<file path="config.mk">
export PLATFORM = sky130hd
export DESIGN_NAME = peripheral_interrupt_taker
export DESIGN_NICKNAME = d
export VERILOG_FILES = /design/src/rtl/piq_pkg.sv /design/src/rtl/peripheral_interrupt_taker_trap_vector_calc.sv /design/src/rtl/peripheral_interrupt_taker.sv
export SDC_FILE = /design/constraint.sdc
export NUM_CORES = 1
export LEC_CHECK = 0
export CORE_UTILIZATION = 49
export CTS_BUF_LIST = sky130_fd_sc_hd__clkbuf_4 sky130_fd_sc_hd__clkbuf_8
export CTS_CLUSTER_DIAMETER = 150
export DETAILED_ROUTE_END_ITERATION = 8
export PLACE_DENSITY = 0.84
export SLEW_MARGIN = 20
export SYNTH_ARGS = -nofsm -noshare
export SYNTH_HDL_FRONTEND = slang
export SYNTH_SLANG_ARGS = --single-unit
</file>
<file path="constraint.sdc">
create_clock -name clk -period 3.2 [get_ports clk]
set_input_delay 0.48 -clock clk [delete_from_list [all_inputs] [get_ports clk]]
set_output_delay 0.48 -clock clk [all_outputs]
set_load 0.02 [all_outputs]
</file>
<file path="src/rtl/piq_pkg.sv">
// Shared types and constants for the peripheral interrupt taker.
// Vectored trap entry is enabled by defining PIQ_VECTORED_EN.
package piq_pkg;

  typedef enum logic [1:0] {
    IDLE    = 2'd0,
    QUAL    = 2'd1,
    COMMIT  = 2'd2,
    HANDLER = 2'd3
  } piq_state_e;

  localparam int PIQ_XLEN          = 32;
  localparam int MEM_ERR_CAUSE     = 12;
  localparam int PERIPH_CAUSE_BASE = 13;
  localparam int MCAUSE_INT_BIT    = PIQ_XLEN - 1;

endpackage

</file>
<file path="src/rtl/peripheral_interrupt_taker_trap_vector_calc.sv">
// Combinational trap target from mtvec and cause.
// Define PIQ_VECTORED_EN to honour mtvec mode 2'b01 (base + cause*4); otherwise direct mode only.
module trap_vector_calc
  import piq_pkg::*;
#(
  parameter int XLEN = 32
) (
  input  logic [XLEN-1:0] mtvec,
  input  logic [XLEN-1:0] cause,
  output logic [XLEN-1:0] trap_pc
);

  logic [XLEN-1:0] base;
  logic            unused_bits;

  assign base = {mtvec[XLEN-1:2], 2'b00};

`ifdef PIQ_VECTORED_EN
  logic [XLEN-1:0] offset;

  // The interrupt flag bit of the cause never contributes to the offset.
  assign offset      = {1'b0, cause[XLEN-2:0]} << 2;
  assign unused_bits = cause[XLEN-1];

  always_comb begin
    trap_pc = base;
    if (mtvec[1:0] == 2'b01) begin
      trap_pc = base + offset;
    end
  end
`else
  assign unused_bits = ^{mtvec[1:0], cause};
  assign trap_pc     = base;
`endif

endmodule

</file>
<file path="src/rtl/peripheral_interrupt_taker.sv">
// CSR-side taker for the peripheral interrupt queue: qualifies, acknowledges and enters the trap.
// All outputs registered; trap entry two cycles after qualifying conditions. PIQ_VECTORED_EN selects vectored mtvec.
module peripheral_interrupt_taker
  import piq_pkg::*;
#(
  parameter int XLEN        = 32,
  parameter int RETRIES_MAX = 15
) (
  input  logic            clk,
  input  logic            reset_n,
  input  logic            p_int,
  input  logic [XLEN-1:0] p_mcause,
  output logic            p_int_read,
  output logic            csr_busy,
  input  logic            csr_instr_busy,
  input  logic            mstatus_mie,
  input  logic [XLEN-1:0] mtvec,
  input  logic [XLEN-1:0] epc,
  input  logic            epc_valid,
  input  logic            mret,
  output logic            trap_taken,
  output logic [XLEN-1:0] trap_pc,
  output logic            mepc_we,
  output logic [XLEN-1:0] mepc_wdata,
  output logic            mcause_we,
  output logic [XLEN-1:0] mcause_wdata,
  output logic            mstatus_trap,
  output logic            in_handler,
  output logic            trap_starve
);

  localparam int              CW        = (RETRIES_MAX < 2) ? 1 : $clog2(RETRIES_MAX + 1);
  localparam logic [CW-1:0]   RETRY_SAT = CW'(RETRIES_MAX);
  localparam logic [CW-1:0]   RETRY_ONE = CW'(1);

  piq_state_e      state_q, state_d;
  logic [CW-1:0]   retry_q, retry_d;
  logic [XLEN-1:0] cause_q, cause_d;
  logic [XLEN-1:0] epc_q, epc_d;
  logic            starve_d;
  logic            take_ok;
  logic            commit_d;
  logic [XLEN-1:0] vec_pc;

  logic            ack_q, ack_d;
  logic            csr_busy_q, csr_busy_d;
  logic            in_handler_q, in_handler_d;
  logic            starve_q;
  logic [XLEN-1:0] trap_pc_q, trap_pc_d;
  logic [XLEN-1:0] mepc_wdata_q, mepc_wdata_d;
  logic [XLEN-1:0] mcause_wdata_q, mcause_wdata_d;

  assign take_ok = p_int & mstatus_mie & ~csr_instr_busy;

  trap_vector_calc #(.XLEN(XLEN)) u_vec (
    .mtvec   (mtvec),
    .cause   (cause_d),
    .trap_pc (vec_pc)
  );

  always_ff @(posedge clk) begin
    if (!reset_n) begin
      state_q        <= IDLE;
      retry_q        <= '0;
      cause_q        <= '0;
      epc_q          <= '0;
      ack_q          <= 1'b0;
      csr_busy_q     <= 1'b0;
      in_handler_q   <= 1'b0;
      starve_q       <= 1'b0;
      trap_pc_q      <= '0;
      mepc_wdata_q   <= '0;
      mcause_wdata_q <= '0;
    end else begin
      state_q        <= state_d;
      retry_q        <= retry_d;
      cause_q        <= cause_d;
      epc_q          <= epc_d;
      ack_q          <= ack_d;
      csr_busy_q     <= csr_busy_d;
      in_handler_q   <= in_handler_d;
      starve_q       <= starve_d;
      trap_pc_q      <= trap_pc_d;
      mepc_wdata_q   <= mepc_wdata_d;
      mcause_wdata_q <= mcause_wdata_d;
    end
  end

  always_comb begin
    state_d  = state_q;
    retry_d  = retry_q;
    cause_d  = cause_q;
    epc_d    = epc_q;
    starve_d = 1'b0;
    unique case (state_q)
      IDLE: begin
        if (take_ok) state_d = QUAL;
      end
      QUAL: begin
        if (take_ok && epc_valid) begin
          state_d = COMMIT;
          cause_d = p_mcause;
          epc_d   = epc;
        end else begin
          state_d = IDLE;
          if (retry_q != RETRY_SAT) begin
            retry_d  = retry_q + RETRY_ONE;
            // Fires only on the abort that reaches saturation, so one pulse per starvation run.
            starve_d = (retry_q + RETRY_ONE == RETRY_SAT);
          end
        end
      end
      COMMIT: begin
        state_d = HANDLER;
        retry_d = '0;
      end
      HANDLER: begin
        // No nesting: a presented interrupt waits here until mret regardless of MIE.
        if (mret) state_d = IDLE;
      end
      default: state_d = IDLE;
    endcase
  end

  // Outputs are decoded from the next state so they line up with the state once registered.
  always_comb begin
    commit_d       = (state_d == COMMIT);
    ack_d          = commit_d;
    csr_busy_d     = commit_d ? 1'b0 : csr_instr_busy;
    in_handler_d   = (state_d == HANDLER);
    trap_pc_d      = commit_d ? vec_pc : '0;
    mepc_wdata_d   = commit_d ? (epc_d & ~XLEN'(3)) : '0;
    mcause_wdata_d = commit_d ? {1'b1, cause_d[XLEN-2:0]} : '0;
  end

  assign p_int_read   = ack_q;
  assign trap_taken   = ack_q;
  assign mepc_we      = ack_q;
  assign mcause_we    = ack_q;
  assign mstatus_trap = ack_q;
  assign csr_busy     = csr_busy_q;
  assign in_handler   = in_handler_q;
  assign trap_starve  = starve_q;
  assign trap_pc      = trap_pc_q;
  assign mepc_wdata   = mepc_wdata_q;
  assign mcause_wdata = mcause_wdata_q;

endmodule
</file>
==> qor.yml <==
antenna_found_initial: 0
skew_ns: 0.01170
yosys_register_bits: 162
fin_nets: 756
place_hpwl_um: 8559
dr.pass1.iters: 4
cts_setup_buffers: 0
setup_viol_count_final: 0
stdcell_count: 796
total_power_w: 0.004969
port_buffers: 197
max_slew_margin: 0.6202
drc: 0
max_freq_ghz: 0.4710
gr-usage-all-layers: 0.2172
fin_util: 0.7400
whs_endpoint: "epc_q[5]"
syn_inst: 461
die_y_um: 107.0
die_area_um2: 11440
hold_viol_final: 0
overflow: 0
clk_latency_ns: 0.45
r2r_cells: 7
drive_above_1_share: 0.1227
max-cap-violations: 0
period_share: 0.6635
holdBufCountCts: 0
grt_pass1_wl_um: 18670
cellPowerDensity_nw_per_um2: 639.0
start_util: 0.5136
r2r_slack_ns: 1.08
die_w_um: 107.0
cts_max_level: 4
cts_buffers: 17
drt_wl_total_um: 12100
vias: 3814
crit_path_start_kind: "input pin"
hold_path_depth: 2
grt_max_degree: 85
grt_pass1_vias: 3810
maxSlewViolCount: 0
io_pins: 207
end_kind: "flip-flop"
period_needed_ns: 2.123
p_leak_nw: 3.280
cts.path.max_buffers: 2
cts.clk_slew.worst_paths_ns: 0.09
r2r_start: "state_q[0]"
synth_seq_area_share: 0.6008
critical_path_class: "in2reg"
setup-tns-final_ns: 0
outcome: "completed"
path_max_fanout: 39
synthesis.area_um2: 5398
first_iter_violations: 127
synth.top_cell.area_share: 0.6008
gp_congestion: 0.8226
drtAntennaViolNets: 0
peakVddDrop_mv: 0.3734
area_growth_pct: 44.07
grt_use_met3: 0.08207
hold_path_class: "reg2reg"
cts_tree: "built"
post_cts_resized: 0
placedCellCount: 764
clock_sinks: 162
synth_top_area_cell: "dfxtp_1"
tightestPinTransition_ns: 0.5646
rsz0062_at_grt: "false"
grt_busiest_layer: "met2"
synth_cell_types: 33
yosys-top-cells-area: "dfxtp_1 60%, mux2i_1 11%, nor3_2 7.2%, nor2_1 4.4%, and2_1 3.7%"
ys_warn_count: 0
use_met1: 0.2299
crit_arrival_ns: 2.49
coreArea_um2: 10510
antenna_cells: 0
use_met2: 0.3797
hp-start: "epc_q[5]"
avgSynthCellArea_um2: 11.71
wl_per_cell_um: 15.20
worst_r2r_endpoint: "mepc_wdata[13]"
required_ns: 3.56
viasPerCell: 4.791
fp-row-count: 37
cts_root_buf: "clkbuf_8"
cells by family after synthesis:
logic type | Yosys count | share of synthesized area
mux | 61 | 0.1131
xor+xnor | 2 | 0.003246
flops | 162 | 0.6008
other cells | 1 | 0.0006947
fa+ha+maj | 6 | 0.01391
simple gates | 170 | 0.1901
compound gates | 14 | 0.02179
buf+inv | 45 | 0.05633
registers in the layout, summed over array words and instances (netlist names):
register,count
mcause_we,1
in_handler,1
cause_q,31
retry_q,4
mepc_wdata,30
epc_q,30
mcause_wdata,31
csr_busy,1
state_q,2
trap_starve,1
trap_pc,30
how the worst max path moves through the flow:
stage	depth (start not counted)	endpoint	from
2_1_floorplan	6	mcause_wdata[10]	csr_instr_busy
3_3_place_gp	6	mcause_wdata[30]	csr_instr_busy
3_5_place_dp	6	mcause_wdata[30]	csr_instr_busy
4_1_cts	6	mcause_wdata[8]	csr_instr_busy
5_1_grt	7	mepc_wdata[13]	state_q[0]
6_report	6	mepc_wdata[13]	csr_instr_busy
critical path, stage by stage:
cell             delay [ns]
clkdlybuf4s50_1        0.42
and4b_1                0.36
nand2_4                0.27
a211o_2                0.40
buf_4                  0.29
nor3_1                 0.23
final cells by class:
cell class              instances  area (um^2)
well taps                     136        170.2
clock buffers                  20        269.0
inverters                       6        25.02
fillers                       743         2733
repair buffers                203         2042
clock inverters                12        156.4
multi-input cells             257         1871
flip-flops and latches        162         3243
metrics by stage:
step,worst slack [ns],instance area (um^2),hold WS (ns)
finish,1.077,7776,0.5002
global route,0.8544,7776,0.5231
CTS,1.101,7776,0.5055
detailed placement,0.6234,7351,0.4835
global placement,0.6787,7351,0.4703
floorplan,1.522,5409,0.4594
cell usage in the layout, fill, tap and decap left out, types with 2 or more instances in the layout:
cell type and instances:
and3_1 2, nor2_1 63, and2_1 32, clkdlybuf4s50_1 197, clkinvlp_4 4, buf_4 4, nor3_2 39, conb_1 4
nand3b_1 2, clkinv_4 2, xor2_1 2, ha_1 6, mux2i_1 61, clkbuf_8 19, dfxtp_1 162, inv_1 5
nand3_1 2, bufinv_16 3, buf_12 2, a21oi_1 4, nor3_1 23, clkinv_2 2
routing by layer:
| metal | wire [um] | part of all wire |
|---|---|---|
| met3 | 753 | 0.062 |
| met2 | 6276 | 0.52 |
| met5 | 0 | 0 |
| met4 | 286 | 0.024 |
| met1 | 4785 | 0.40 |
synth_stat cells, drive strengths merged:
cell type,count
and3,2
ha,6
o41ai,1
mux2i,61
conb,1
nand4,1
a32oi,1
o21ai,1
nand3b,2
a2111oi,1
and4,1
inv,6
dfxtp,162
buf,26
clkbuf,13
o31a,1
nor2,63
a21oi,4
o21bai,1
a21boi,1
a31oi,1
xor2,2
nor3,62
and2,32
nand3,2
nand2,2
or3,1
nor3b,1
a211o,2
and4b,1
report_power, final:
part	switching, W	internal, W	leakage [nW]
registers	0.0000572	0.00214	1.31
logic	0.000728	0.000493	1.77
clock network	0.000729	0.000823	0.205
Note: power is estimated with default switching activity, not from simulation.
